$ cat config.mk
export PLATFORM = sky130hd
export DESIGN_NAME = dl_wr_buffer_flat
export DESIGN_NICKNAME = d
export VERILOG_FILES = /design/src/rtl/dl_wr_buffer_if.sv /design/src/rtl/dl_wr_buffer.sv /design/src/flat_wrapper.sv
export SDC_FILE = /design/constraint.sdc
export NUM_CORES = 1
export LEC_CHECK = 0
export CAP_MARGIN = 20
export CORE_ASPECT_RATIO = 1.75
export CORE_MARGIN = 2
export CORE_UTILIZATION = 50
export DETAILED_ROUTE_END_ITERATION = 8
export PLACE_DENSITY = 0.79
export REMOVE_ABC_BUFFERS = 1
export SLEW_MARGIN = 20
export SYNTH_ARGS = -nofsm -noshare
export SYNTH_HDL_FRONTEND = slang
export SYNTH_SLANG_ARGS = --single-unit
$ cat constraint.sdc
create_clock -name clk -period 5.9 [get_ports clk]
set_input_delay 1.18 -clock clk [delete_from_list [all_inputs] [get_ports clk]]
set_output_delay 1.18 -clock clk [all_outputs]
set_load 0.01 [all_outputs]
$ cat src/rtl/dl_wr_buffer_if.sv
// Byte-write strobe input and word-wide memory request bus of the download write buffer.
// The slave modport is the buffer side; the master modport is the download engine plus arbiter side.
interface dl_wr_buffer_if #(
  parameter int AW = 25
);
  logic          in_wr;
  logic [AW-1:0] in_a;
  logic [7:0]    in_d;
  logic          mem_req;
  logic [AW-2:0] mem_a;
  logic [15:0]   mem_d;
  logic [1:0]    mem_be;
  logic          mem_ack;

  modport slave (
    input  in_wr, in_a, in_d, mem_ack,
    output mem_req, mem_a, mem_d, mem_be
  );

  modport master (
    output in_wr, in_a, in_d, mem_ack,
    input  mem_req, mem_a, mem_d, mem_be
  );
endinterface

$ cat src/rtl/dl_wr_buffer.sv
// Download write buffer: queues byte strobes and replays them to the SDRAM arbiter over req/ack.
// Define DL_WR_MERGE_EN to merge an even/odd byte pair at the FIFO head into one 16-bit access.
module dl_wr_buffer #(
  parameter int DEPTH = 8,
  parameter int AW    = 25
) (
  input  logic                   clk,
  input  logic                   reset_n,
  dl_wr_buffer_if.slave          bus,
  input  logic                   downloading,
  output logic [$clog2(DEPTH):0] count,
  output logic                   busy,
  output logic                   done,
  output logic                   overflow
);
  localparam int PW = $clog2(DEPTH);
  localparam int CW = PW + 1;

  typedef enum logic [0:0] {S_IDLE = 1'b0, S_WAIT = 1'b1} state_t;

  state_t          state_q, state_d;
  logic [AW-1:0]   fifo_a_q [DEPTH];
  logic [AW-1:0]   fifo_a_d [DEPTH];
  logic [7:0]      fifo_d_q [DEPTH];
  logic [7:0]      fifo_d_d [DEPTH];
  logic [PW-1:0]   wr_ptr_q, wr_ptr_d, rd_ptr_q, rd_ptr_d;
  logic [CW-1:0]   count_q, count_d;
  logic            mem_req_q, mem_req_d;
  logic [AW-2:0]   mem_a_q, mem_a_d;
  logic [15:0]     mem_d_q, mem_d_d;
  logic [1:0]      mem_be_q, mem_be_d;
  logic            merged_q, merged_d;
  logic            dl_q, dl_d;
  logic            pending_q, pending_d;
  logic            done_q, done_d;
  logic            overflow_q, overflow_d;

  logic            full_s, empty_s, accept_s, push_s, drop_s, merge_s;
  logic            rise_s, fall_s, pend_s;
  logic [1:0]      pop_n_s;
  logic [AW-1:0]   head_a_s;
  logic [7:0]      head_d_s;
`ifdef DL_WR_MERGE_EN
  logic [AW-1:0]   nxt_a_s;
  logic [7:0]      nxt_d_s;
`endif

  // Next-state logic for FIFO, request FSM, done tracking and overflow flag.
  always_comb begin
    full_s   = (count_q == CW'(DEPTH));
    empty_s  = (count_q == {CW{1'b0}});
    accept_s = mem_req_q && bus.mem_ack;
    pop_n_s  = accept_s ? (merged_q ? 2'd2 : 2'd1) : 2'd0;
    push_s   = bus.in_wr && (!full_s || accept_s);
    drop_s   = bus.in_wr && full_s && !accept_s;
    head_a_s = fifo_a_q[rd_ptr_q];
    head_d_s = fifo_d_q[rd_ptr_q];

`ifdef DL_WR_MERGE_EN
    nxt_a_s  = fifo_a_q[rd_ptr_q + PW'(1)];
    nxt_d_s  = fifo_d_q[rd_ptr_q + PW'(1)];
    merge_s  = (count_q >= CW'(2)) && !head_a_s[0] && (nxt_a_s == head_a_s + AW'(1));
`else
    merge_s  = 1'b0;
`endif

    fifo_a_d = fifo_a_q;
    fifo_d_d = fifo_d_q;
    if (push_s) begin
      fifo_a_d[wr_ptr_q] = bus.in_a;
      fifo_d_d[wr_ptr_q] = bus.in_d;
      wr_ptr_d           = wr_ptr_q + PW'(1);
    end else begin
      wr_ptr_d           = wr_ptr_q;
    end
    rd_ptr_d = rd_ptr_q + PW'(pop_n_s);
    count_d  = count_q + CW'(push_s) - CW'(pop_n_s);

    state_d   = state_q;
    mem_req_d = mem_req_q;
    mem_a_d   = mem_a_q;
    mem_d_d   = mem_d_q;
    mem_be_d  = mem_be_q;
    merged_d  = merged_q;
    case (state_q)
      S_IDLE: begin
        if (!empty_s) begin
          state_d   = S_WAIT;
          mem_req_d = 1'b1;
          mem_a_d   = head_a_s[AW-1:1];
          if (merge_s) begin
            merged_d = 1'b1;
            mem_be_d = 2'b11;
`ifdef DL_WR_MERGE_EN
            mem_d_d  = {nxt_d_s, head_d_s};
`else
            mem_d_d  = {head_d_s, head_d_s};
`endif
          end else begin
            merged_d = 1'b0;
            mem_be_d = head_a_s[0] ? 2'b10 : 2'b01;
            mem_d_d  = {head_d_s, head_d_s};
          end
        end else begin
          state_d = S_IDLE;
        end
      end
      S_WAIT: begin
        if (accept_s) begin
          state_d   = S_IDLE;
          mem_req_d = 1'b0;
        end else begin
          state_d   = S_WAIT;
        end
      end
      default: begin
        state_d   = S_IDLE;
        mem_req_d = 1'b0;
      end
    endcase

    // A download end is remembered until the buffer is drained and idle.
    dl_d   = downloading;
    rise_s = downloading && !dl_q;
    fall_s = !downloading && dl_q;
    pend_s = pending_q || fall_s;
    if (rise_s) begin
      pending_d = 1'b0;
      done_d    = 1'b0;
    end else if (pend_s && empty_s && (state_q == S_IDLE)) begin
      pending_d = 1'b0;
      done_d    = 1'b1;
    end else begin
      pending_d = pend_s;
      done_d    = 1'b0;
    end

    if (drop_s) begin
      overflow_d = 1'b1;
    end else if (rise_s) begin
      overflow_d = 1'b0;
    end else begin
      overflow_d = overflow_q;
    end
  end

  // State registers with synchronous active-low reset; FIFO storage is not reset.
  always_ff @(posedge clk) begin
    fifo_a_q <= fifo_a_d;
    fifo_d_q <= fifo_d_d;
    if (!reset_n) begin
      state_q    <= S_IDLE;
      wr_ptr_q   <= {PW{1'b0}};
      rd_ptr_q   <= {PW{1'b0}};
      count_q    <= {CW{1'b0}};
      mem_req_q  <= 1'b0;
      mem_a_q    <= {(AW-1){1'b0}};
      mem_d_q    <= 16'h0000;
      mem_be_q   <= 2'b00;
      merged_q   <= 1'b0;
      dl_q       <= 1'b0;
      pending_q  <= 1'b0;
      done_q     <= 1'b0;
      overflow_q <= 1'b0;
    end else begin
      state_q    <= state_d;
      wr_ptr_q   <= wr_ptr_d;
      rd_ptr_q   <= rd_ptr_d;
      count_q    <= count_d;
      mem_req_q  <= mem_req_d;
      mem_a_q    <= mem_a_d;
      mem_d_q    <= mem_d_d;
      mem_be_q   <= mem_be_d;
      merged_q   <= merged_d;
      dl_q       <= dl_d;
      pending_q  <= pending_d;
      done_q     <= done_d;
      overflow_q <= overflow_d;
    end
  end

  assign bus.mem_req = mem_req_q;
  assign bus.mem_a   = mem_a_q;
  assign bus.mem_d   = mem_d_q;
  assign bus.mem_be  = mem_be_q;
  assign count       = count_q;
  assign done        = done_q;
  assign overflow    = overflow_q;
  assign busy        = downloading || !empty_s || (state_q == S_WAIT);
endmodule

$ cat src/flat_wrapper.sv
// flat-port wrapper written by rule: the top's interface ports become plain ports
module dl_wr_buffer_flat 
#(
  parameter int DEPTH = 8,
  parameter int AW    = 25
)
  (clk, reset_n, downloading, count, busy, done, overflow, bus_in_wr, bus_in_a, bus_in_d, bus_mem_ack, bus_mem_req, bus_mem_a, bus_mem_d, bus_mem_be);
  dl_wr_buffer_if #(.AW(AW)) bus_i ();
  input  logic clk;
  input  logic reset_n;
  input  logic downloading;
  output logic [$clog2(DEPTH):0] count;
  output logic busy;
  output logic done;
  output logic overflow;
  input wire logic [$bits(bus_i.in_wr)-1:0] bus_in_wr;
  input wire logic [$bits(bus_i.in_a)-1:0] bus_in_a;
  input wire logic [$bits(bus_i.in_d)-1:0] bus_in_d;
  input wire logic [$bits(bus_i.mem_ack)-1:0] bus_mem_ack;
  output wire logic [$bits(bus_i.mem_req)-1:0] bus_mem_req;
  output wire logic [$bits(bus_i.mem_a)-1:0] bus_mem_a;
  output wire logic [$bits(bus_i.mem_d)-1:0] bus_mem_d;
  output wire logic [$bits(bus_i.mem_be)-1:0] bus_mem_be;
  assign bus_i.in_wr = bus_in_wr;
  assign bus_i.in_a = bus_in_a;
  assign bus_i.in_d = bus_in_d;
  assign bus_i.mem_ack = bus_mem_ack;
  assign bus_mem_req = bus_i.mem_req;
  assign bus_mem_a = bus_i.mem_a;
  assign bus_mem_d = bus_i.mem_d;
  assign bus_mem_be = bus_i.mem_be;
  dl_wr_buffer #(.DEPTH(DEPTH), .AW(AW)) u_core (.clk(clk), .reset_n(reset_n), .bus(bus_i), .downloading(downloading), .count(count), .busy(busy), .done(done), .overflow(overflow));
endmodule
# Word-level counts from Yosys, hierarchy flattened
# Cells that the tools add are included.
[word_totals] input_bits=38 elab_cells=90 reg_bits=322
[classes] n_bitwise=5 n_reduce_logical=24 muxes=23 order_cmp=3 n_eq_ne=3 n_addsub=4
[op_table] operator="bitwise mux 200 bit" count=1
[op_table] operator="binary-select mux 25 bit (select 3 bit)" count=1
[op_table] operator="demux 25 bit (select 3 bit)" count=1
[op_table] operator="two-way mux 25 bit" count=3
[op_table] operator="bitwise mux 64 bit" count=1
[op_table] operator="binary-select mux 8 bit (select 3 bit)" count=1
[op_table] operator="demux 8 bit (select 3 bit)" count=1
[op_table] operator="two-way mux 8 bit" count=3
[op_table] operator="logical AND 1 bit" count=9
[op_table] operator="greater-or-equal comparator 4 bit, second input constant" count=2
[op_table] operator="two-way mux 1 bit" count=8
[op_table] operator="inverter 3 -> 4 bit" count=2
[op_table] operator="logical NOT 1 bit" count=5
[op_table] operator="adder 4 x 1 -> 4 bit" count=1
[op_table] operator="equality test 4 bit, second input constant" count=1
[op_table] operator="logical NOT 4 bit" count=1
[op_table] operator="logical OR 1 bit" count=4
[op_table] operator="< comparator 4 x 1 -> 1 bit, second input constant" count=1
[op_table] operator="inequality test 2 bit, second input constant" count=2
[op_table] operator="one-hot mux 1 bit (2 select lines)" count=2
[op_table] operator="AND reduction 2 bit" count=2
[op_table] operator="subtractor 4 x 2 -> 4 bit" count=1
[op_table] operator="adder 3 x 1 -> 3 bit, second input constant" count=1
[op_table] operator="adder 3 x 2 -> 3 bit" count=1
[op_table] operator="5 further kinds" count=7

# Logic depth before layout (Yosys ltp)
# Gate-level depths: netlist of run 1.
[depth] depth_word=6 depth_mapped=9

# Worst setup path before layout of run 1
# Ideal clock, no wire load.
[synth_path] path_type="input port to flip-flop" startpoint="input bus_mem_ack" endpoint="register u_core.fifo_a_q[175] in the netlist's numbering (enable)" path_stages=4 required_time_ns=5.436 t_arrival_ns=4.008 setup_time_ns=0.464 setup_slack_ns=1.427 path_cell_list="nand2_1 -> a31oi_2 -> nand2b_1 -> nor3_1"
[synth_via] elab_chain_len=3
[synth_lines] item="start: declaration" line="flat_wrapper.sv:19" rtl="input wire logic [$bits(bus_i.mem_ack)-1:0] bus_mem_ack;"
[synth_lines] item="logical AND 1 bit" line="dl_wr_buffer.sv:52" rtl="accept_s = mem_req_q && bus.mem_ack;"
[synth_lines] item="logical OR 1 bit" line="dl_wr_buffer.sv:54" rtl="push_s = bus.in_wr && (!full_s || accept_s);"
[synth_lines] item="logical AND 1 bit" line="dl_wr_buffer.sv:54"
[synth_lines] item="via u_core.push_s" line="dl_wr_buffer.sv:38" rtl="logic full_s, empty_s, accept_s, push_s, drop_s, merge_s;"
[synth_lines] item="end signal: assignment" line="dl_wr_buffer.sv:149" rtl="fifo_a_q <= fifo_a_d;"
[synth_lines] item="end: declaration" line="dl_wr_buffer.sv:22" rtl="logic [AW-1:0] fifo_a_q [DEPTH];"
# The timed path passes the listed nets, and every way through them passes these cells.
# A chain may end at the register's enable or synchronous reset.

# Worst setup path in the final report of run 1
[layout_path] startpoint="input downloading" endpoint="output busy"
[layout_via] elab_chain_len=2
[layout_lines] item="start: declaration" line="flat_wrapper.sv:11" rtl="input logic downloading;"
[layout_lines] item="logical OR 1 bit (2 in a row)" line="dl_wr_buffer.sv:189" rtl="assign busy = downloading || !empty_s || (state_q == S_WAIT);"
[layout_lines] item="end: declaration" line="flat_wrapper.sv:13" rtl="output logic busy;"
# Every way passes these cells.

==> results of run 1 <==
-- cell usage after synthesis (all sizes together) --
cell type / number / area (sq um)
a21boi: 2 / 15.0
nor4: 1 / 12.5
dfxtp: 50 / 1000
a31oi: 1 / 12.5
ha: 9 / 113
mux2: 1 / 11.3
clkbuf: 18 / 67.6
xnor2: 1 / 8.76
nand4: 1 / 6.26
or2: 1 / 6.26
fa: 1 / 20.0
buf: 28 / 191
xor2: 2 / 17.5
nor2: 14 / 55.1
a21oi: 66 / 334
o21a: 1 / 7.51
maj3: 1 / 10.0
edfxtp: 264 / 7930
inv: 10 / 37.5
and3: 1 / 6.26
nand3: 1 / 5.00
nand2: 9 / 33.8
and2: 8 / 50.1
nor3b: 1 / 7.51
mux2i: 67 / 671
o22ai: 32 / 200
mux4: 33 / 743
a21o: 2 / 15.0
nor2b: 2 / 12.5
o21ai: 34 / 170
nand2b: 6 / 37.5
nor3: 3 / 15.0
-- routing by layer --
metal	vias to the layer above	share of wire [%]	track usage (%)
met5	-	0.058	0
met4	2	2.5	6.98
met3	40	4.2	2.03
met2	161	55	32.9
met1	3027	39	21.6
li1	2792	-	-
-- cells by family (layout without fill, tap and decap cells) --
| family | count (synthesis) | after routing | synth area share [%] |
|---|---|---|---|
| DFF | 314 | 314 | 75.5 |
| xor gates and xnor gates | 3 | 3 | 0.222 |
| AOI/OAI and AO/OA | 138 | 138 | 6.38 |
| and+or+nand+nor | 48 | 48 | 2.10 |
| buffers and inverters | 56 | 156 | 2.51 |
| adders and majority gates | 11 | 11 | 1.21 |
| muxes | 101 | 101 | 12.1 |
-- through the flow --
step                utilization (%)  worst slack, ns
floorplan                         -             1.43
global placement               55.4             2.11
detailed placement             55.4             2.06
CTS                            59.0             2.38
global route                   59.6             2.36
finish                         59.6             2.37
-- final cells by class --
cell class              count  area, sq um
fillers                  1660         9420
flip-flops and latches    314         8930
multi-input cells         301         2660
repair buffers             98         1050
clock buffers              32          704
well taps                 304          380
clock inverters            16          143
inverters                  10         37.5
-- registers in the layout, summed over array words and instances, names as in the netlist --
register,count
u_core.fifo_a_q,200
u_core.fifo_d_q,64
u_core.bus.mem_a,24
u_core.bus.mem_d,8
u_core.count,4
u_core.rd_ptr_q,3
u_core.wr_ptr_q,3
u_core.bus.mem_be,2
u_core.bus.mem_req,1
u_core.dl_q,1
u_core.done,1
u_core.overflow,1
u_core.pending_q,1
u_core.state_q,1
-- report_power, final --
group | switching, mW | internal (mW) | total (mW) | leakage [nW]
clock network | 0.757 | 0.942 | 1.70 | 0.404
logic | 0.629 | 0.556 | 1.18 | 1.17
registers | 0.126 | 2.64 | 2.76 | 2.81
total | 1.51 | 4.14 | 5.65 | 4.39
-- worst max path at each step --
stage                     cells past startpoint                   end  slack, ns         from
after CTS                                     4                  busy       2.38  downloading
after detailed placement                      5   u_core.fifo_a_q[79]       2.06  bus_mem_ack
after global placement                        5  u_core.fifo_a_q[128]       2.11  bus_mem_ack
final                                         4                  busy       2.37  downloading
after global routing                          4                  busy       2.36  downloading
after floorplan                               4  u_core.fifo_a_q[175]       1.43  bus_mem_ack
-- worst max-delay path, stage by stage --
cell,delay (ns)
clkdlybuf4s50_1,0.49
inv_1,0.08
nand2_1,0.07
clkdlybuf4s50_1,0.52
==> metrics.md, run 1 <==
| Metric | Value |
|---|---|
| Initial drt markers | 456 |
| Total power | 5.65 mW |
| GRT Util Overall | 18.0% |
| Cell count after synthesis | 671 |
| Syn Std Cell Area | 0.0118 sq mm |
| PostCTS Resize Cnt | 0 |
| Cells after DPL | 1022 |
| Initial Util | 50.7% |
| Max_cap viols | 0 |
| Reg-to-reg setup timing slack | 3.21 ns |
| Die H | 207 um |
| DR vias/cell | 5.60 |
| Final Skew | 0.00905 ns |
| WL/cell | 20.9 um |
| Clock Sinks | 314 |
| FP Rows | 74 |
| Die X | 120 um |
| CTS tree | yes |
| Startpoint Class | primary input |
| Leak | 4.39 nW |
| Run status | completed |
| Area Growth Syn to Fin | 17.7% |
| Largest net degree at the start of global routing | 67 |
| Avg Inst Size Synth | 17.6 sq um |
| Finished Layout Cells | 1075 |
| Final Hold Fails | 0 |
| Number of synthesized register bits | 314 |
| RSZ-0062 raised after global routing | false |
| Pwr/cell area | 406 mW/mm^2 |
| Final wirelength | 22500 um |
| Port bufs | 87 |
| Crit Path Class | primary input to primary output |
| Total number of vias | 6022 |
| Top fanout value on the critical path | 3 |
| DRC | 0 |
| Clock root cell | clkbuf_16 |
| Hold_ws | 0.504 ns |
| Layout Nets | 799 |
| CTS HTree Levels | 1 |
| Slew HR | 27.9% |
| Sequential element share of the synthesized area | 75.5% |
| HPWL Detailed | 12600 um |
| Final Slew Violations | 0 |
| Cell area after layout | 0.0139 sq mm |
| Global-route wire length before repair | 34500 um |
| Max VDD drop | 0.200 mV |
| Worst skew pair latency | 0.54 ns |
| Fraction of layout cells with a size suffix above 1 | 13.2% |
| Hold Crit Start | u_core.overflow |
| Worst Hold Class | register to register |
| Final TNS setup | 0 ns |
| Most common cell after layout, fill and taps aside | edfxtp_1 |
| # setup viols final | 0 |
| Max frequency | 284 MHz |
| Setup bufs post-CTS | 0 |
| ANT nets after route | 0 |
| Worst R2R Start | u_core.rd_ptr_q[1] |
| Critical Path RT | 4.72 ns |
| Number of cells on the worst reg-to-reg path | 5 |
| Initial antenna violation count | 1 |
| Vias in the first global route | 6267 |
| Yosys warnings | 0 |
| CP arrival | 2.35 ns |
| Number of buffers created by CTS | 26 |
| Clock buffer depth | 3 |
| GPL Wtd Cong | 0.715 |
| Hold Path Sink | u_core.overflow |
| # IOs | 88 |
| Crit. End Element | primary output |
| Reg clk slew, reported paths | 0.07 ns |
| Distinct cells, synth | 37 |
| Core ar. | 0.0233 sq mm |
| WHS Path Cells | 2 |
| Grt ovf | 0 |
| Slew @ Worst Pin | 1.08 ns |
| Placed Area | 0.0129 sq mm |
| CTS Hold Bufs | 0 |
| Antenna diode count | 0 |
| Period utilisation layout | 59.8% |
| Most frequent cells in the layout | 264 x edfxtp_1, 86 x clkdlybuf4s50_1, 67 x mux2i_1 |
| DR pass1 iterations | 6 |
| Die footprint | 0.0249 sq mm |
| Min cycle time layout | 3.53 ns |
| RR Endpoint | u_core.bus.mem_a[8] |
No activity file was read; power rests on OpenSTA's default activity.
==> inputs of run 2 (changes only) <==
==> constraint.sdc (replaced) <==
create_clock -name clk -period 3.55 [get_ports clk]
set_input_delay 0.71 -clock clk [delete_from_list [all_inputs] [get_ports clk]]
set_output_delay 0.71 -clock clk [all_outputs]
set_load 0.01 [all_outputs]
==> metrics.md, run 2 (synthesis results as in run 1) <==
| Metric | Value |
|---|---|
| Clock buffer depth | 3 (unchanged) |
| Number of buffers created by CTS | 26 (unchanged) |
| Port bufs | 87 (unchanged) |
| Total number of vias | 6213 (was 6022) |
| GPL Wtd Cong | 0.792 (was 0.715) |
| Slew @ Worst Pin | 0.896 ns (was 1.08 ns) |
| CTS HTree Levels | 1 (unchanged) |
| Fraction of layout cells with a size suffix above 1 | 14.7% (was 13.2%) |
| Initial drt markers | 551 (was 456) |
| Cell area after layout | 0.0141 sq mm (was 0.0139 sq mm) |
| Max_cap viols | 0 (unchanged) |
| Crit-path slowest cell | clkdlybuf4s50_1 (unchanged) |
| CP arrival | 2.06 ns (was 2.35 ns) |
| Slew HR | 40.3% (was 27.9%) |
| Flip-flop count of the largest register after layout | 200 (unchanged) |
| Antenna diode count | 0 (unchanged) |
| PostCTS Resize Cnt | 0 (unchanged) |
| Dpl ws | 0.655 ns (was 2.06 ns) |
| WL/cell | 22.0 um (was 20.9 um) |
| Die X | 120 um (unchanged) |
| Top fanout value on the critical path | 5 (was 3) |
| Biggest register | u_core.fifo_a_q (unchanged) |
| CP delay by family, top | simple AND/OR/NAND/NOR gates (was buffers and inverters) |
| Crit path buf inv count | 1 (was 3) |
| Pwr/cell area | 695 mW/mm^2 (was 406 mW/mm^2) |
| Startpoint Class | register (was primary input) |
| Core ar. | 0.0233 sq mm (unchanged) |
| # setup viols final | 0 (unchanged) |
| Max frequency | 361 MHz |
| Setup bufs post-CTS | 0 (unchanged) |
| DR vias/cell | 5.73 (was 5.60) |
| Largest net degree at the start of global routing | 50 (was 67) |
| HPWL Detailed | 14800 um (was 12600 um) |
| DR pass1 iterations | 5 (was 6) |
| Final Skew | 0.0239 ns (was 0.00905 ns) |
| ANT nets after route | 0 (unchanged) |
| Hold_ws | 0.509 ns (was 0.504 ns) |
| Critical Path RT | 2.84 ns (was 4.72 ns) |
| Reg clk slew, reported paths | 0.07 ns (about the same) |
| Reg-to-reg setup timing slack | 1.30 ns (was 3.21 ns) |
| Worst skew pair latency | 0.55 ns (was 0.54 ns) |
| GRT Util Overall | 19.4% (was 18.0%) |
| Final Hold Fails | 0 (unchanged) |
| Setup ws final | 0.778 ns (was 2.37 ns) |
| CP most frequent cell | nand2_1 (was clkdlybuf4s50_1) |
| Die H | 207 um (unchanged) |
| Cells after DPL | 1036 (was 1022) |
| Die footprint | 0.0249 sq mm (unchanged) |
| Grt ovf | 0 (unchanged) |
| CTS Hold Bufs | 0 (unchanged) |
| Run status | completed (unchanged) |
| Crit Path Class | register to primary output (was primary input to primary output) |
| Period utilisation layout | 78.1% |
| Most frequent cells in the layout | 264 x edfxtp_1, 86 x clkdlybuf4s50_1, 67 x mux2i_1 (unchanged) |
| Fill cell count | 1641 (was 1660) |
| Leak | 4.49 nW (was 4.39 nW) |
| RSZ-0062 raised after global routing | false (unchanged) |
| CP max stage delay | 0.47 ns (was 0.52 ns) |
| Finished Layout Cells | 1084 (was 1075) |
| CTS tree | yes (unchanged) |
| DRC | 0 (unchanged) |
| FP Rows | 74 (unchanged) |
| Worst Hold Class | register to register (unchanged) |
| Initial Util | 50.7% (unchanged) |
| Crit. End Element | primary output (unchanged) |
| Min cycle time layout | 2.77 ns |
| Final wirelength | 23800 um (was 22500 um) |
| Global-route wire length before repair | 36400 um (was 34500 um) |
| Vias in the first global route | 6351 (was 6267) |
| Most common cell after layout, fill and taps aside | edfxtp_1 (unchanged) |
| Layout Nets | 808 (was 799) |
| Clock root cell | clkbuf_16 (unchanged) |
| Final Slew Violations | 0 (unchanged) |
| CP Cell Sequence | nor2_2 -> nand2_1 -> nor2_1 -> nand2_1 -> clkdlybuf4s50_1 (was clkdlybuf4s50_1 -> inv_1 -> nand2_1 -> clkdlybuf4s50_1) |
| Initial antenna violation count | 0 (was 1) |
| Max VDD drop | 0.434 mV (was 0.200 mV) |
| # IOs | 88 (unchanged) |
| Placed Area | 0.0131 sq mm (was 0.0129 sq mm) |
| Clock Sinks | 314 (unchanged) |
| Area Growth Syn to Fin | 19.2% (was 17.7%) |
## run 2: changes by cell type in the layout (fill, tap and decap cells not counted), sizes merged
| cell | before | now |
|---|---|---|
| buf | 12 | 21 |
| bufinv | 2 | 7 |
| clkinvlp | 4 | 1 |
| clkbuf | 32 | 30 |
## run 2: tightest hold or removal path: stages, from the launching register on
cell      delay [ns]
dfxtp_1         0.31
o21ai_0         0.06
a21boi_0        0.09
## run 2: per-layer routing
metal  track usage [%]  wire length [um]
met5                 0                 0
met4              6.98               616
met3              2.31              1540
met2              33.6             12600
met1              25.2              9140
## run 2: area by class of cell
| cell class | instances | area (sq um) | share of cell area (%) |
|---|---|---|---|
| Sequential cell | 314 | 8930 | 63.4 |
| Multi-Input combinational cell | 301 | 2660 | 18.9 |
| Timing Repair Buffer | 107 | 1120 | 7.92 |
| Clock buffer | 30 | 676 | 4.80 |
| Tap cell | 304 | 380 | 2.70 |
| Clock inverter | 18 | 282 | 2.00 |
| Inverter | 10 | 37.5 | 0.266 |
## run 2: where the power goes
part	leakage, nW	switching (mW)	internal [mW]	total, mW
clock network	0.471	1.26	1.88	3.15
logic	1.21	1.11	0.957	2.07
registers	2.81	0.184	4.38	4.57
## run 2: per-stage QoR
step | power [mW] | utilization [%] | setup TNS [ns]
floorplan | 5.67 | - | -43.17
global placement | 6.66 | 56.3 | 0
detailed placement | 6.72 | 56.3 | 0
CTS | 9.86 | 60.4 | 0
global route | 10.2 | 60.4 | 0
finish | 9.78 | 60.4 | 0
## run 2: final timing paths
check	from	to	cells after the start
hold reg to reg	u_core.overflow	u_core.overflow	2
setup reg to reg	u_core.rd_ptr_q[1]	u_core.bus.mem_a[8]	4
hold / removal	u_core.overflow	u_core.overflow	2
setup / recovery	u_core.count[1]	busy	5
